===== src/rtl/reg_bank_pkg.sv =====
// rtl/reg_bank_pkg.sv - shared types, default sizes and port-slicing helper for reg_bank_mp
package reg_bank_pkg;

    typedef enum logic [0:0] {
        IDLE  = 1'b0,
        CLEAR = 1'b1
    } clear_state_e;

    localparam int DEFAULT_BITS       = 8;
    localparam int DEFAULT_REG_SIZE   = 4;
    localparam int DEFAULT_READ_PORTS = 2;

    // Lowest bit of field 'port' inside a flattened bus of 'width'-bit fields
    function automatic int port_lsb(input int port, input int width);
        return port * width;
    endfunction

endpackage


===== src/rtl/reg_bank_clear_ctrl.sv =====
// rtl/reg_bank_clear_ctrl.sv - sequential bulk-clear engine: FSM, index counter, active flag
module reg_bank_clear_ctrl
    import reg_bank_pkg::*;
#(
    parameter int REG_SIZE = DEFAULT_REG_SIZE,
    parameter int AW       = $clog2(DEFAULT_REG_SIZE)
) (
    input  logic          clk,
    input  logic          rst,
    input  logic          clear_req,
    output logic          clear_active,
    output logic [AW-1:0] clear_index
);

    localparam logic [AW-1:0] LAST_INDEX = AW'(REG_SIZE - 1);

    clear_state_e  state;
    clear_state_e  state_next;
    logic [AW-1:0] count;
    logic [AW-1:0] count_next;

    // State and counter registers; reset aborts any clear in progress
    always_ff @(posedge clk or posedge rst) begin
        if (rst) begin
            state <= IDLE;
            count <= '0;
        end else begin
            state <= state_next;
            count <= count_next;
        end
    end

    // Next state: one register zeroed per cycle, stop after the last index, requests ignored while clearing
    always_comb begin
        state_next = state;
        count_next = count;
        case (state)
            IDLE: begin
                if (clear_req) begin
                    state_next = CLEAR;
                    count_next = '0;
                end
            end
            CLEAR: begin
                if (count == LAST_INDEX) begin
                    state_next = IDLE;
                    count_next = '0;
                end else begin
                    count_next = count + 1'b1;
                end
            end
            default: begin
                state_next = IDLE;
                count_next = '0;
            end
        endcase
    end

    assign clear_active = (state == CLEAR);
    assign clear_index  = count;

endmodule


===== src/rtl/reg_bank_mp.sv =====
// rtl/reg_bank_mp.sv - multi-read-port register bank with bulk clear; REG_BANK_MP_BYPASS_EN enables write-to-read forwarding
module reg_bank_mp
    import reg_bank_pkg::*;
#(
    parameter int  BITS       = DEFAULT_BITS,
    parameter int  REG_SIZE   = DEFAULT_REG_SIZE,
    parameter int  READ_PORTS = DEFAULT_READ_PORTS,
    localparam int AW         = $clog2(REG_SIZE)
) (
    input  logic                       clk,
    input  logic                       rst,
    input  logic                       write_enable,
    input  logic [AW-1:0]              write_address,
    input  logic [BITS-1:0]            write_data,
    input  logic [READ_PORTS*AW-1:0]   read_address,
    output logic [READ_PORTS*BITS-1:0] read_data,
    input  logic                       clear_req,
    output logic                       busy,
    output logic                       write_dropped
);

    // One extra bit so REG_SIZE itself is representable for range checks
    localparam logic [AW:0] REG_COUNT = (AW + 1)'(REG_SIZE);

    logic [BITS-1:0] regs [REG_SIZE];
    logic            clear_active;
    logic [AW-1:0]   clear_index;
    logic            write_in_range;
    logic            write_accept;

    reg_bank_clear_ctrl #(
        .REG_SIZE (REG_SIZE),
        .AW       (AW)
    ) u_clear_ctrl (
        .clk          (clk),
        .rst          (rst),
        .clear_req    (clear_req),
        .clear_active (clear_active),
        .clear_index  (clear_index)
    );

    assign write_in_range = ({1'b0, write_address} < REG_COUNT);
    assign write_accept   = write_enable & ~clear_active & write_in_range;
    assign busy           = clear_active;
    assign write_dropped  = write_enable & (clear_active | ~write_in_range);

    // Storage: clear engine owns the array while active, otherwise accepted writes land
    always_ff @(posedge clk or posedge rst) begin
        if (rst) begin
            for (int i = 0; i < REG_SIZE; i++) begin
                regs[i] <= '0;
            end
        end else if (clear_active) begin
            regs[clear_index] <= '0;
        end else if (write_accept) begin
            regs[write_address] <= write_data;
        end
    end

    for (genvar p = 0; p < READ_PORTS; p++) begin : g_read
        logic [AW-1:0]   addr;
        logic [BITS-1:0] data;

        assign addr = read_address[port_lsb(p, AW) +: AW];

        // Per-port combinational read; out-of-range addresses return zero
        always_comb begin
            data = '0;
            if ({1'b0, addr} < REG_COUNT) begin
                data = regs[addr];
            end
`ifdef REG_BANK_MP_BYPASS_EN
            if (write_accept && (addr == write_address)) begin
                data = write_data;
            end
`else
`endif
        end

        assign read_data[port_lsb(p, BITS) +: BITS] = data;
    end

endmodule


===== config.mk =====
export PLATFORM = sky130hd
export DESIGN_NAME = reg_bank_mp
export DESIGN_NICKNAME = d
export VERILOG_FILES = /design/src/rtl/reg_bank_pkg.sv /design/src/rtl/reg_bank_clear_ctrl.sv /design/src/rtl/reg_bank_mp.sv
export SDC_FILE = /design/constraint.sdc
export NUM_CORES = 1
export LEC_CHECK = 0
export ABC_AREA = 1
export CAP_MARGIN = 20
export CORE_ASPECT_RATIO = 1.1
export CORE_MARGIN = 2
export CORE_UTILIZATION = 45
export CTS_CLUSTER_SIZE = 14
export DETAILED_ROUTE_END_ITERATION = 7
export DONT_BUFFER_PORTS = 1
export PLACE_DENSITY = 0.67
export SYNTH_ARGS = -nofsm -noshare
export SYNTH_HDL_FRONTEND = slang
export SYNTH_SLANG_ARGS = --single-unit

===== constraint.sdc =====
create_clock -name clk -period 2.55 [get_ports clk]
set_input_delay 0.51 -clock clk [delete_from_list [all_inputs] [get_ports clk]]
set_output_delay 0.51 -clock clk [all_outputs]
set_load 0.1 [all_outputs]

==> flow_summary_export.csv, run 1 <==
group,metric,value,unit
outcome,status,"finished clean",
cts,cts_sinks,35,
synth,synth_area_per_cell,6.96,um2
critical_path,arrival,1.32,ns
grt,grt_pass1_wl,8960,um
power_and_ir_drop,power_density,1130,mW/mm2
routing,drt-total-wl,5110,um
critical_path,path_max_fanout,2,
cells_and_area,drive_gt1_share,11.3,%
cts,cts-hold-fix-buffers,0,
cts,numCtsBuffers,5,
critical_path,max_stage_delay,0.40,ns
cells_and_area,layout_commonest_cell,"nand2_1",
routing,dr.first_iter.drc_count,158,
grt,antenna_found_initial,0,
routing,post_drt_wl_per_cell,13.6,um
cts,cts_buffer_depth,2,
cells_and_area,area_growth,11.5,%
timing,report.final.slew_viol_count,0,
synth,ys_ff_latch,35,
timing,worst_clock_skew,0.00538,ns
timing,slew_headroom,70.5,%
critical_path,end_kind,"primary output",
timing,finalSetupViolCount,0,
synth,yosys-top-cells-area,"dfrtp_1 41%, nand2_1 23%, nand3_1 13%",
power_and_ir_drop,ir_drop,0.832,mV
critical_path,critical_path.top_delay_family,"flip-flops",
floorplanning,dieArea,0.00528,mm2
placement,portBuffers,0,
cells_and_area,n_antenna_cell,0,
floorplanning,io_pins,36,
cts,cts-root-buf,"clkbuf_8",
routing,drtAntennaViolNets,0,
cells_and_area,num-fill-cells,464,
critical_path,cpMostUsedCell,"nand2_1",
min_path,hold_path_class,"in2async",
synth,ys_seq_area_share,41.2,%
synth,yosys_warnings,0,
timing,timing.hold.ws,0.209,ns
cts,cts.repair.resized,0,
synth,syn-instance-count,305,
synth,synth_top_area_cell,"dfrtp_1",
timing,hold_viol,0,
grt,gr-total-overflow,0,
cells_and_area,final_nets,343,
synth,synthDominantCellAreaShare,41.2,%
timing,tns,0,ns
critical_path,cpMaxStageDelayCell,"dfrtp_1",
floorplanning,dieWidth,69.5,um
cells_and_area,multi_input_area,0.00108,mm2
critical_path,startpoint_type,"flip-flop",
cells_and_area,area.sequential,876,um2
cts,post_cts_buffers,0,
timing,min_period,1.83,ns
timing,tightest_slew,0.443,ns
routing,dr.pass1.iters,4,
cells_and_area,final_cell_mix,"129 x nand2_1, 56 x nand3_1, 35 x dfrtp_1",
routing,drcViolationCount,0,
flow_run,drv_cap,0,
critical_path,path_cells,"inv_1 -> o21ai_0 -> nand2_1 -> nand2_1 -> buf_4",
power_and_ir_drop,p_leak,1.26,nW
grt,grt_max_degree,36,
critical_path,worstSetupPathType,"reg2out",
synth,synthDistinctLibCells,20,
timing,fmax,0.547,GHz
cts,cts_tree,"built",
timing,fin_crit_sh,71.7,%
synth,syn-num-nets,328,
cts,clkLatencyLatePin,0.29,ns
critical_path,required,2.04,ns
floorplanning,start_util,46.3,%
floorplanning,die_height,76.0,um
placement,dp_hpwl,3870,um
floorplanning,core_area,0.00459,mm2
floorplanning,rows,26,
synth,netlist_area,0.00212,mm2
timing,grt_setup_unrepaired,"false",
placement,place.gp.congestion,0.774,
cts,clk_pin_slew_worst_paths,0.07,ns
critical_path,crit_buf_inv,2,
cts,cts.htree.levels,2,
grt,first_global_vias,1791,
routing,dr_total_vias,1919,
grt,track_usage,20.9,%
routing,vias_per_cell,5.10,
==> sequential cells by signal (all words and copies together), names as in the netlist <==
name / cells
u_clear_ctrl.clear_index: 2
u_clear_ctrl.clear_active: 1
regs: 32
==> cell type report <==
cell class              instances  share of cell area, %
clock buffers                   6                   3.49
flip-flops and latches         35                   37.0
repair buffers                 19                   6.55
well taps                      56                   2.96
clock inverters                 1                  0.211
inverters                      26                   4.17
multi-input cells             233                   45.6
==> path summary, 6_finish.rpt <==
check                                          start           end  slack (ns)  cells after the start
min                                              rst      regs[26]        0.21                      2
min in group clk                       write_data[4]      regs[20]        0.34                      2
max                                         regs[15]  read_data[7]        0.72                      5
max reg2reg                u_clear_ctrl.clear_active      regs[10]        0.97                      5
min reg2reg                                 regs[28]      regs[28]        0.50                      2
max in group asynchronous                        rst       regs[9]        2.03                      2
==> stage by stage <==
| step | setup slack (ns) | instances | utilization [%] | total power [mW] | instance area (um2) |
|---|---|---|---|---|---|
| floorplan | 0.180 | 305 | - | 2.01 | 2120 |
| global placement | 0.904 | 369 | 49.7 | 2.28 | 2280 |
| detailed placement | 0.905 | 369 | 49.7 | 2.29 | 2280 |
| CTS | 0.696 | 376 | 51.6 | 2.70 | 2370 |
| global route | 0.594 | 376 | 51.6 | 2.87 | 2370 |
| finish | 0.721 | 376 | 51.6 | 2.68 | 2370 |
==> cells in the mapped netlist (all sizes together) <==
master    n
clkinv    1
or2       1
ha        5
o21ai    34
dfrtp    35
nor2      4
buf       9
a21boi    1
inv      25
clkbuf    2
nand2   132
nand3    56
==> kinds of logic after synthesis <==
logic type / count (synthesis) / synth area share [%]
AND/OR/NAND/NOR: 193 / 39.6
flip-flops: 35 / 41.2
buffers and inverters: 37 / 7.84
AO/OA/AOI/OAI: 35 / 8.37
adder cells (fa/ha/maj): 5 / 2.95
==> layer usage <==
layer,track usage [%],share of wire (%)
met4,7.65,1.4
met2,31.2,45
met5,0,0
met1,30.3,48
met3,3.97,6.0
==> power breakdown <==
| group | switching, mW | internal [mW] | leakage (nW) |
|---|---|---|---|
| combinational | 1.06 | 0.325 | 0.742 |
| sequential | 0.167 | 0.726 | 0.473 |
| clock | 0.190 | 0.212 | 0.0470 |
==> worst register-to-register path: cells and delay by family, from the launching register on <==
| kind | cells | cell delay [ns] |
|---|---|---|
| flops | 1 | 0.50 |
| simple gates | 4 | 0.67 |
| buf+inv | 1 | 0.31 |
Power figures use the tool's default switching activity.
==> run 2, diff against run 1 <==
clock period = 1.8 ns   (was 2.55 ns; I/O delays follow)
==> run 2 against run 1 <==
Die area stayed put. First-iteration DRC count is 2.5% higher. Sequential power is 41% higher. Worst hold slack worse by 0.16 ns. Combinational power is 42% higher. Via count is 1.4% higher. Non-clock buffer count is 1 higher. Clock skew hardly changed. Critical path type unchanged. Critical endpoint is now read_data[11]. Largest power group unchanged.
==> flow_summary_export.csv, run 2 (synthesis results as in run 1) <==
group,metric,value,unit
outcome,status,"finished clean",
routing,vias_per_cell,5.15,
placement,place.gp.congestion,0.806,
floorplanning,io_pins,36,
placement,dp_hpwl,3890,um
critical_path,path_max_fanout,2,
grt,gr-total-overflow,0,
timing,fin_crit_sh,94.4,%
min_path,hold_path_class,"in2async",
cells_and_area,drive_gt1_share,12.1,%
routing,wl_met2,2260,um
cells_and_area,final_nets,344,
timing,fmax,0.588,GHz
routing,drtAntennaViolNets,0,
power_and_ir_drop,power_density,1610,mW/mm2
cts,clk_pin_slew_worst_paths,0.07,ns
cells_and_area,finalNonFillerCells,378,
floorplanning,dieArea,0.00528,mm2
cells_and_area,fin_area,0.00240,mm2
cells_and_area,layout_commonest_cell,"nand2_1",
cells_and_area,area_growth,13.1,%
cts,cts_sinks,35,
timing,finalSetupViolCount,0,
cells_and_area,num-fill-cells,449,
grt,grt_pass1_wl,8490,um
placement,portBuffers,0,
placement,dp.cells,370,
grt,track_usage,19.9,%
cts,numCtsBuffers,5,
critical_path,startpoint_type,"flip-flop",
floorplanning,core_area,0.00459,mm2
cells_and_area,largest_reg_flops,32,
grt,antenna_found_initial,0,
timing,tightest_slew,0.441,ns
routing,dr.first_iter.drc_count,162,
floorplanning,rows,26,
timing,timing.final.ws_setup,0.101,ns
grt,first_global_vias,1744,
routing,wl_met3,356,um
routing,drcViolationCount,0,
power_and_ir_drop,p_total,3.86,mW
timing,grt_setup_unrepaired,"false",
critical_path,rr_endpoint,"u_clear_ctrl.clear_active",
routing,highest_layer,"met4",
critical_path,end_kind,"primary output",
floorplanning,dieWidth,69.5,um
cells_and_area,final_cell_mix,"129 x nand2_1, 56 x nand3_1, 34 x dfrtp_1",
routing,dr.pass1.iters,5,
timing,tns,0,ns
power_and_ir_drop,ir_drop,1.31,mV
cts,clkLatencyLatePin,0.29,ns
cts,cts.htree.levels,2,
cts,cts_buffer_depth,2,
critical_path,required,1.44,ns
timing,min_period,1.70,ns
cts,cts-root-buf,"clkbuf_8",
critical_path,r2r_slack,0.48,ns
floorplanning,die_height,76.0,um
critical_path,worstSetupPathType,"reg2out",
cells_and_area,regMostFlops,"regs",
cts,cts_tree,"built",
critical_path,arrival,1.34,ns
power_and_ir_drop,p_leak,1.27,nW
routing,met1Wirelength,2320,um
timing,report.final.slew_viol_count,0,
timing,hold_viol,0,
flow_run,drv_cap,0,
cells_and_area,n_antenna_cell,0,
critical_path,r2r_cells,3,
critical_path,worstReg2RegStart,"u_clear_ctrl.clear_active",
routing,dr_total_vias,1945,
placement,post_dp_cell_area,0.00229,mm2
placement,pre_cts_ws,0.419,ns
floorplanning,start_util,46.3,%
grt,grt_max_degree,36,
routing,post_drt_wl_per_cell,13.2,um
timing,slew_headroom,70.6,%
timing,worst_clock_skew,0.00561,ns
routing,drt-total-wl,4970,um
[run 2: worst max-delay path, stage by stage, from the launching register on]
cell     delay [ns]
dfrtp_1        0.37
inv_1          0.06
o21ai_0        0.21
nand2_1        0.08
nand2_1        0.07
buf_4          0.28
[run 2: area by class of cell]
type                            count  area [um2]  share of cell area, %
Timing Repair Buffer               20         170                   7.09
Sequential cell                    35         877                   36.5
Clock buffer                        8         100                   4.17
Tap cell                           56        70.1                   2.92
Multi-Input combinational cell    233        1080                   45.0
Inverter                           26         103                   4.27
[run 2: what timing repair did]
action	4_1_cts	5_1_grt
setup endpoints to repair	0	2
hold endpoints to repair	0	0
hold buffers	0	0
buffers inserted	0	0
gates resized for setup	0	2
[run 2: metal layers]
layer | track usage (%) | vias up
li1 | - | 1008
met4 | 6.47 | 0
met1 | 28.1 | 874
met2 | 29.4 | 58
met5 | 0 | -
met3 | 5.95 | 5
[run 2: how the worst max path moves through the flow]
stage               cells after the start            end             from
floorplan                               4   read_data[0]  read_address[0]
global placement                        5  read_data[14]         regs[30]
detailed placement                      5  read_data[11]         regs[11]
CTS                                     5   read_data[2]         regs[26]
global route                            5   read_data[9]          regs[9]
finish                                  5  read_data[11]         regs[11]
[run 2: metrics by stage]
stage | util (%) | hold slack (ns)
3_5_place_dp | 50.0 | 0.381
4_1_cts | 52.2 | 0.0681
2_1_floorplan | - | 0.469
3_3_place_gp | 50.0 | 0.381
6_report | 52.3 | 0.0511
5_1_grt | 52.3 | 0.0997
[run 2: power by group]
part	switching, mW	internal, mW	total (mW)
Sequential	0.228	1.03	1.26
Combinational	1.51	0.474	1.98
Clock	0.272	0.349	0.621
Total	2.01	1.85	3.86
